$ cat src/rtl/az_sequencer.sv
// Auto-zero run controller: sequences the precharge switch and AZ mux through HI/LO sample cycles.
// Optional build macro AZ_SEQ_LO_ALT_EN: alternate the LO mux code between lo_sel_a/lo_sel_b per cycle.
module az_sequencer #(
  parameter int         CNT_W      = 24,
  parameter int         IDX_W      = 16,
  parameter logic [3:0] MUX_PC_OUT = 4'b1000
) (
  input  logic             clk,
  input  logic             reset,
  input  logic             start,
  input  logic             abort,
  input  logic [CNT_W-1:0] nplc_clks,
  input  logic [CNT_W-1:0] pc_clks,
  input  logic [IDX_W-1:0] cycles_n,
  input  logic [3:0]       lo_sel_a,
  input  logic [3:0]       lo_sel_b,
  output logic             sw_pc_ctl,
  output logic [3:0]       azmux,
  output logic             sample_hi,
  output logic             sample_lo,
  output logic [IDX_W-1:0] sample_idx,
  output logic             busy,
  output logic             done,
  output logic [7:0]       monitor
);

  typedef enum logic [2:0] {
    ST_IDLE      = 3'd0,
    ST_BOOT      = 3'd1,
    ST_SETTLE    = 3'd2,
    ST_SAMPLE_HI = 3'd3,
    ST_PROTECT   = 3'd4,
    ST_SAMPLE_LO = 3'd5
  } state_t;

  state_t           r_state;
  logic [CNT_W-1:0] r_cnt;
  logic [IDX_W-1:0] r_idx;
  logic [CNT_W-1:0] r_pc_len;
  logic [CNT_W-1:0] r_nplc_len;
  logic [IDX_W-1:0] r_cycles;
  logic [3:0]       r_lo_a;
  logic             r_pc;
  logic [3:0]       r_azmux;
  logic             r_sample_hi;
  logic             r_sample_lo;
  logic             r_busy;
  logic             r_done;
  logic [7:0]       r_monitor;

  state_t           w_state_next;
  logic [CNT_W-1:0] w_cnt_next;
  logic [IDX_W-1:0] w_idx_next;
  logic [IDX_W-1:0] w_idx_inc;
  logic             w_accept;
  logic             w_hi_stb;
  logic             w_lo_stb;
  logic             w_done;
  logic [3:0]       w_lo_a;
  logic [3:0]       w_lo_code;
  logic [3:0]       w_az_next;
  logic             w_pc_next;
  logic             w_busy_next;

  // The counter holds remaining clks minus one, so a zero length still yields one clk.
  function automatic logic [CNT_W-1:0] f_load(input logic [CNT_W-1:0] len);
    return (len == '0) ? '0 : len - CNT_W'(1);
  endfunction

  always_comb begin
    w_state_next = r_state;
    w_cnt_next   = r_cnt;
    w_idx_next   = r_idx;
    w_idx_inc    = r_idx + IDX_W'(1);
    w_accept     = 1'b0;
    w_hi_stb     = 1'b0;
    w_lo_stb     = 1'b0;
    w_done       = 1'b0;
    case (r_state)
      ST_IDLE: begin
        if (start && !abort) begin
          w_accept     = 1'b1;
          w_state_next = ST_BOOT;
          w_cnt_next   = f_load(pc_clks);
          w_idx_next   = '0;
        end
      end
      default: begin
        if (abort) begin
          w_state_next = ST_IDLE;
          w_cnt_next   = '0;
        end else if (r_cnt != '0) begin
          w_cnt_next = r_cnt - CNT_W'(1);
        end else begin
          case (r_state)
            ST_BOOT: begin
              w_state_next = ST_SETTLE;
              w_cnt_next   = f_load(r_pc_len);
            end
            ST_SETTLE: begin
              w_state_next = ST_SAMPLE_HI;
              w_cnt_next   = f_load(r_nplc_len);
            end
            ST_SAMPLE_HI: begin
              w_state_next = ST_PROTECT;
              w_cnt_next   = f_load(r_pc_len);
              w_hi_stb     = 1'b1;
            end
            ST_PROTECT: begin
              w_state_next = ST_SAMPLE_LO;
              w_cnt_next   = f_load(r_nplc_len);
            end
            ST_SAMPLE_LO: begin
              w_lo_stb   = 1'b1;
              w_idx_next = w_idx_inc;
              if ((r_cycles != '0) && (w_idx_inc == r_cycles)) begin
                w_state_next = ST_IDLE;
                w_cnt_next   = '0;
                w_done       = 1'b1;
              end else begin
                w_state_next = ST_SETTLE;
                w_cnt_next   = f_load(r_pc_len);
              end
            end
            default: begin
              w_state_next = ST_IDLE;
              w_cnt_next   = '0;
            end
          endcase
        end
      end
    endcase
  end

  assign w_lo_a = w_accept ? lo_sel_a : r_lo_a;

`ifdef AZ_SEQ_LO_ALT_EN
  logic [3:0] r_lo_b;
  // The index is stable for the whole LO phase, so its parity picks the code.
  assign w_lo_code = ((w_state_next == ST_SAMPLE_LO) && w_idx_next[0]) ? r_lo_b : w_lo_a;
  always_ff @(posedge clk) begin
    if (reset) begin
      r_lo_b <= '0;
    end else if (w_accept) begin
      r_lo_b <= lo_sel_b;
    end
  end
`else
  logic w_unused_lo_b;
  assign w_unused_lo_b = ^lo_sel_b;
  assign w_lo_code     = w_lo_a;
`endif

  always_comb begin
    w_az_next = 4'b0000;
    case (w_state_next)
      ST_BOOT, ST_SAMPLE_LO:                w_az_next = w_lo_code;
      ST_SETTLE, ST_SAMPLE_HI, ST_PROTECT:  w_az_next = MUX_PC_OUT;
      default:                              w_az_next = 4'b0000;
    endcase
  end

  assign w_pc_next   = (w_state_next == ST_SAMPLE_HI);
  assign w_busy_next = (w_state_next != ST_IDLE);

  always_ff @(posedge clk) begin
    if (reset) begin
      r_state     <= ST_IDLE;
      r_cnt       <= '0;
      r_idx       <= '0;
      r_pc_len    <= '0;
      r_nplc_len  <= '0;
      r_cycles    <= '0;
      r_lo_a      <= '0;
      r_pc        <= 1'b0;
      r_azmux     <= 4'b0000;
      r_sample_hi <= 1'b0;
      r_sample_lo <= 1'b0;
      r_busy      <= 1'b0;
      r_done      <= 1'b0;
      r_monitor   <= 8'h00;
    end else begin
      if (w_accept) begin
        r_pc_len   <= pc_clks;
        r_nplc_len <= nplc_clks;
        r_cycles   <= cycles_n;
        r_lo_a     <= lo_sel_a;
      end
      r_state     <= w_state_next;
      r_cnt       <= w_cnt_next;
      r_idx       <= w_idx_next;
      r_pc        <= w_pc_next;
      r_azmux     <= w_az_next;
      r_sample_hi <= w_hi_stb;
      r_sample_lo <= w_lo_stb;
      r_busy      <= w_busy_next;
      r_done      <= w_done;
      r_monitor   <= {w_busy_next, w_state_next, w_lo_stb, w_hi_stb, w_pc_next,
                      (w_az_next == MUX_PC_OUT)};
    end
  end

  assign sw_pc_ctl  = r_pc;
  assign azmux      = r_azmux;
  assign sample_hi  = r_sample_hi;
  assign sample_lo  = r_sample_lo;
  assign sample_idx = r_idx;
  assign busy       = r_busy;
  assign done       = r_done;
  assign monitor    = r_monitor;

endmodule
$ cat config.mk
export PLATFORM = sky130hd
export DESIGN_NAME = az_sequencer
export DESIGN_NICKNAME = d
export VERILOG_FILES = /design/src/rtl/az_sequencer.sv
export SDC_FILE = /design/constraint.sdc
export NUM_CORES = 1
export LEC_CHECK = 0
export ABC_AREA = 1
export CORE_UTILIZATION = 56
export CTS_CLUSTER_DIAMETER = 50
export DETAILED_ROUTE_END_ITERATION = 6
export PLACE_DENSITY = 0.88
export SYNTH_ARGS = -nofsm -noshare
export SYNTH_HDL_FRONTEND = slang
export SYNTH_SLANG_ARGS = --single-unit
$ cat constraint.sdc
create_clock -name clk -period 2.9 [get_ports clk]
set_input_delay 0.58 -clock clk [delete_from_list [all_inputs] [get_ports clk]]
set_output_delay 0.58 -clock clk [all_outputs]
set_load 0.01 [all_outputs]
# Word level (Yosys, flattened, before mapping)
# Cells that the tools add are included.
# Widths: inputs -> output; s select.
# totals
register_bits	128
inputBits	76
out_inout_bits	33
wordCells	85
# classes
n_addsub	5
n_eq_ne	15
mux	33
n_bitwise	1
reduce_logical	17
# ops
cell	count
$mux 24	8
$sub 24x1->24 const B	4
$mux 16	5
$logic_not 24->1	3
$pmux 24 s3	1
$reduce_bool 24->1	1
$add 16x1->16 const B	1
$eq 16x16->1	1
$reduce_bool 16->1	1
$pmux 3 s5	1
$eq 3x2->1 const B	4
$eq 3x3->1 const B	4
$mux 3	4
$mux 1	11
$pmux 4 s2	1
$eq 3x1->1 const B	2
$reduce_or 2->1	3
$reduce_or 5->1	1
$eq 4x4->1 const B	1
$mux 4	1
$ne 2x1->1 const B	2
$reduce_and 4->1	1
$logic_not 3->1	1
$reduce_bool 3->1	1
other kinds (7)	8

# Logic depth before layout (Yosys ltp)
# logic_depth
ltp_word	12
mapped_depth	20
ltp_nobuf	20

# Worst setup path before layout
# Ideal clock, no wire load.
# synth_timing
path_kind	input to register
startpoint	input pc_clks[0]
endpoint	register r_cnt[23]
t_arrival_ps	2253
required_ps	2781
setup_slack_ps	527
stages	16
path_buffers	1
cell_sequence	inv_1 ha_1 nand2_1 nor2_2 nand2_2 inv_2 nand4_4 nor3_4 nand2_1 nor2_2 nand2_1 nand2_2 buf_4 nor2_1 a21oi_1 a21oi_1
# synth_via
elab_chain_cells	4
# synth_rtl
element	line	source
start, declared	13	input logic [CNT_W-1:0] pc_clks,
$sub 24x1->24 or $logic_not 24->1 (tied branches)	67	return (len == '0) ? '0 : len - CNT_W'(1);
$mux 24 *	67	
$mux 24 *	81	if (start && !abort) begin
$mux 24 *	79	case (r_state)
end signal, assigned	190	r_cnt <= w_cnt_next;
end, declared	37	logic [CNT_W-1:0] r_cnt;
# Every way passes the cells marked *; elsewhere a longest branch is shown, timed or not. The select of a mux whose other input is x is not followed.
# A chain may end at the register's enable or synchronous reset.

# Worst setup path in the final report
# layout_timing
startpoint	input pc_clks[0]
endpoint	register r_cnt[17]
# Same word-level chain as after synthesis.

==> impl_metrics.xml <==
<?xml version="1.0" encoding="UTF-8"?>
<metrics>
  <group name="grt">
    <metric name="grt_first_pass_wirelength" unit="um">36300</metric>
    <metric name="grt_pass1_vias" unit="">7867</metric>
    <metric name="gr-usage-all-layers" unit="%">31.3</metric>
    <metric name="initial_antenna_violation_count" unit="">0</metric>
    <metric name="overflow" unit="">0</metric>
    <metric name="maximum_number_of_pins_on_one_net_before_global_route_repair" unit="">85</metric>
  </group>
  <group name="sta">
    <metric name="timing.final.ws_setup" unit="ns">0.245</metric>
    <metric name="layout_min_cycle_time" unit="ns">2.65</metric>
    <metric name="number_of_pins_exceeding_their_max_slew_limit_in_the_final_report" unit="">0</metric>
    <metric name="clock_skew" unit="ns">0.0116</metric>
    <metric name="finalHoldViolations" unit="">0</metric>
    <metric name="min_period_over_period" unit="%">91.5</metric>
    <metric name="final-setup-viol-count" unit="">0</metric>
    <metric name="fmax" unit="MHz">377</metric>
    <metric name="setup_tns" unit="ns">0</metric>
    <metric name="setup_repair_after_global_routing_missed_its_margin" unit="">false</metric>
    <metric name="worst_tran_pin_value" unit="ns">1.24</metric>
    <metric name="max_slew_margin" unit="%">17.6</metric>
  </group>
  <group name="detailed_routing">
    <metric name="via_count_normalized_by_instance_count" unit="">5.62</metric>
    <metric name="drc" unit="">0</metric>
    <metric name="met1_length" unit="um">9340</metric>
    <metric name="drt_first_pass_iters" unit="">7</metric>
    <metric name="drt_iter0_markers" unit="">718</metric>
    <metric name="dr_wl_met2" unit="um">10700</metric>
    <metric name="dr_total_vias" unit="">8630</metric>
    <metric name="ant_nets_after_route" unit="">0</metric>
    <metric name="wl_per_cell" unit="um">14.6</metric>
    <metric name="highest_layer" unit="">met4</metric>
    <metric name="route.final.wire_length" unit="um">22400</metric>
    <metric name="route.met3.wl" unit="um">1500</metric>
  </group>
  <group name="synth">
    <metric name="area_of_the_mapped_netlist" unit="um^2">7980</metric>
    <metric name="ys.warnings.count" unit="">0</metric>
    <metric name="part_of_the_yosys_area_used_for_sequential_elements" unit="%">30.4</metric>
    <metric name="synth.distinct_cells" unit="">45</metric>
    <metric name="netlist.area_leader.share" unit="%">30.4</metric>
    <metric name="post-synth-top-area-cell" unit="">sky130_fd_sc_hd__dfxtp_1</metric>
    <metric name="ys_top_cells_by_area" unit="">sky130_fd_sc_hd__dfxtp_1 30%, sky130_fd_sc_hd__nor2_1 10%, sky130_fd_sc_hd__nand2_1 9.3%, sky130_fd_sc_hd__o21ai_0 8.0%, sky130_fd_sc_hd__a21oi_1 6.5%</metric>
    <metric name="asyncSetResetFlopFracSynth" unit="%">0</metric>
    <metric name="synth_edf_count" unit="">0</metric>
    <metric name="average_instance_area_after_synthesis" unit="um^2">6.44</metric>
    <metric name="syn_nets" unit="">1322</metric>
    <metric name="synthesized_flop_and_latch_total" unit="">121</metric>
    <metric name="dominantRegCellSynth" unit="">sky130_fd_sc_hd__dfxtp_1</metric>
    <metric name="synthCells" unit="">1239</metric>
  </group>
  <group name="setup_path">
    <metric name="cell_chain_of_the_critical_path" unit="">clkdlybuf4s50_1 -&gt; inv_1 -&gt; ha_1 -&gt; nand2_1 -&gt; nor2_2 -&gt; nand2_2 -&gt; inv_2 -&gt; nand4_4 -&gt; nor3_4 -&gt; nand2_1 -&gt; nor2_2 -&gt; nand2_1 -&gt; nand2_2 -&gt; buf_12 -&gt; a21oi_1 -&gt; a21oi_1 -&gt; a21oi_1</metric>
    <metric name="timing.setup.critical_path_class" unit="">input pin to register</metric>
    <metric name="arrival" unit="ns">2.96</metric>
    <metric name="setup.worst_path.end_class" unit="">register</metric>
    <metric name="crit_required" unit="ns">3.21</metric>
    <metric name="critPathMaxStageDelay" unit="ns">0.42</metric>
    <metric name="cpMaxStageDelayCell" unit="">sky130_fd_sc_hd__clkdlybuf4s50_1</metric>
    <metric name="crit_path_max_fanout" unit="">21</metric>
    <metric name="setup.worst_path.start_class" unit="">input pin</metric>
  </group>
  <group name="final_layout">
    <metric name="fin_cells" unit="">1536</metric>
    <metric name="layout.cells.most_common_list" unit="">213 x sky130_fd_sc_hd__nor2_1, 198 x sky130_fd_sc_hd__nand2_1, 127 x sky130_fd_sc_hd__o21ai_0</metric>
    <metric name="layout_commonest_cell" unit="">sky130_fd_sc_hd__nor2_1</metric>
    <metric name="design.final.nets" unit="">1426</metric>
    <metric name="register_area" unit="um^2">2420</metric>
    <metric name="post_route_cells_drive_above_1_share" unit="%">9.66</metric>
    <metric name="layout-area-overhead-vs-synth" unit="%">24.5</metric>
    <metric name="stdcell_area" unit="um^2">9930</metric>
    <metric name="antenna_cells_inserted" unit="">0</metric>
    <metric name="multi_input_comb_area" unit="um^2">4840</metric>
    <metric name="nFillCells" unit="">1114</metric>
  </group>
  <group name="clock_tree">
    <metric name="tritoncts_num_sinks" unit="">121</metric>
    <metric name="tritoncts" unit="">built</metric>
    <metric name="postCtsResizedCells" unit="">0</metric>
    <metric name="tritoncts_buffers" unit="">17</metric>
    <metric name="postCtsSetupBuffers" unit="">0</metric>
    <metric name="cts.htree.levels" unit="">4</metric>
    <metric name="cts-hold-fix-buffers" unit="">0</metric>
    <metric name="clk-insertion-delay-late" unit="ns">0.43</metric>
    <metric name="cts-root-to-sink-buffers" unit="">2</metric>
    <metric name="cts_root_buf" unit="">sky130_fd_sc_hd__clkbuf_16</metric>
    <metric name="cts.reportedPaths.clkPinSlew" unit="ns">0.05</metric>
  </group>
  <group name="placed_design">
    <metric name="place.detailed.instances" unit="">1504</metric>
    <metric name="place.port_buffers" unit="">104</metric>
    <metric name="dp_slack" unit="ns">-0.0892</metric>
    <metric name="detailed_place.area" unit="um^2">9270</metric>
    <metric name="detailedPlacementHpwl" unit="um">16400</metric>
    <metric name="gpl.final_weighted_congestion" unit="">0.952</metric>
  </group>
  <group name="floorplanning">
    <metric name="vertical_extent_of_the_die" unit="um">121</metric>
    <metric name="placement_rows" unit="">43</metric>
    <metric name="design.core.area" unit="um^2">13900</metric>
    <metric name="initial_core_utilization" unit="%">57.5</metric>
    <metric name="die_width" unit="um">121</metric>
    <metric name="io_count" unit="">109</metric>
    <metric name="design.die.area" unit="um^2">14700</metric>
  </group>
  <group name="power">
    <metric name="p_leak" unit="nW">4.14</metric>
    <metric name="vdd_ir_drop_max" unit="V">0.000529</metric>
    <metric name="total_power" unit="W">0.00540</metric>
    <metric name="cellPowerDensity" unit="nW/um^2">544</metric>
  </group>
  <group name="outcome">
    <metric name="status" unit="">finished clean</metric>
  </group>
  <group name="job">
    <metric name="maxCapViolCount" unit="">0</metric>
  </group>
  <group name="min_path">
    <metric name="hold_path_class" unit="">register to register</metric>
  </group>
</metrics>
==> layout make-up <==
| type | instances | share of cell area (%) |
|---|---|---|
| clock buffers | 20 | 4.60 |
| clock inverters | 12 | 1.98 |
| inverters | 132 | 5.00 |
| multi-input cells | 937 | 48.8 |
| flip-flops and latches | 121 | 24.4 |
| well taps | 180 | 2.27 |
| repair buffers | 134 | 13.0 |
==> state kept, by name, summed over array words and instances (netlist names), 2 cells and up <==
name,count
r_lo_a,4
r_state,2
azmux,4
r_nplc_len,24
r_cnt,24
sample_idx,16
r_pc_len,24
r_cycles,16
monitor,5
==> report_power, final <==
part / internal (W) / total [W] / leakage [nW] / switching [W]
sequential: 0.00179 / 0.00191 / 0.996 / 0.000129
clock: 0.00156 / 0.00234 / 0.312 / 0.000777
combinational: 0.000472 / 0.00115 / 2.83 / 0.000675
==> worst max-delay path: cells and delay by family <==
kind	cells	cell delay, ns
AO/OA/AOI/OAI	3	0.32
AND/OR/NAND/NOR	9	1.13
buffers and inverters	4	0.75
adder cells (fa/ha/maj)	1	0.17
==> routing by layer <==
| layer | track usage [%] | vias to the layer above |
|---|---|---|
| met3 | 5.55 | 76 |
| met2 | 53.2 | 364 |
| met5 | 0 | - |
| met1 | 37.7 | 3911 |
| li1 | - | 4279 |
| met4 | 16.0 | 0 |
==> path summary, 6_finish.rpt <==
path | from | to | slack (ns) | cells after the start
max | pc_clks[0] | r_cnt[17] | 0.25 | 17
min | r_cycles[12] | r_cycles[12] | 0.49 | 2
max reg2reg | sample_idx[0] | r_cnt[23] | 0.33 | 18
min reg2reg | r_cycles[12] | r_cycles[12] | 0.49 | 2
==> cells in the mapped netlist (2+ instances only) <==
library cell                count
sky130_fd_sc_hd__clkbuf_1      33
sky130_fd_sc_hd__a31oi_1       13
sky130_fd_sc_hd__a211oi_1      15
sky130_fd_sc_hd__nor2_2        13
sky130_fd_sc_hd__nand2_2       11
sky130_fd_sc_hd__buf_6          3
sky130_fd_sc_hd__nor2_4         7
sky130_fd_sc_hd__mux2i_1        3
sky130_fd_sc_hd__xnor2_1       22
sky130_fd_sc_hd__nor2_1       214
sky130_fd_sc_hd__nand4_1       10
sky130_fd_sc_hd__dfxtp_1      121
sky130_fd_sc_hd__o2111ai_1      2
sky130_fd_sc_hd__nor3_2         5
sky130_fd_sc_hd__buf_2          6
sky130_fd_sc_hd__xor2_1        39
sky130_fd_sc_hd__o21ai_0      127
sky130_fd_sc_hd__nor3_1        20
sky130_fd_sc_hd__ha_1           7
sky130_fd_sc_hd__nand2_4        3
sky130_fd_sc_hd__a21oi_1      103
sky130_fd_sc_hd__nand4_4        2
sky130_fd_sc_hd__a21oi_2       14
sky130_fd_sc_hd__nand2_1      198
sky130_fd_sc_hd__buf_4          5
sky130_fd_sc_hd__nor4_1        11
sky130_fd_sc_hd__nand3_1       79
sky130_fd_sc_hd__clkinv_1       4
sky130_fd_sc_hd__buf_1          2
sky130_fd_sc_hd__o21ai_1        3
sky130_fd_sc_hd__nand3_2        2
sky130_fd_sc_hd__or2_2          2
sky130_fd_sc_hd__inv_2          3
sky130_fd_sc_hd__inv_1        124
sky130_fd_sc_hd__nand3b_1       3
==> logic make-up after synthesis <==
group / after synthesis / synth area share, %
and+or+nand+nor: 584 / 32.8
muxes: 3 / 0.376
DFF: 121 / 30.4
buffers and inverters: 181 / 9.15
xor gates and xnor gates: 62 / 6.98
adders and majority gates: 7 / 1.10
AOI/OAI and AO/OA: 281 / 19.2
==> metrics by stage <==
stage,util [%],hold WS [ns]
after global routing,71.6,0.518
after global placement,66.8,0.472
after detailed placement,66.8,0.487
after CTS,71.5,0.493
after floorplan,-,0.457
final,71.6,0.495
(Power assumes the default switching activity.)
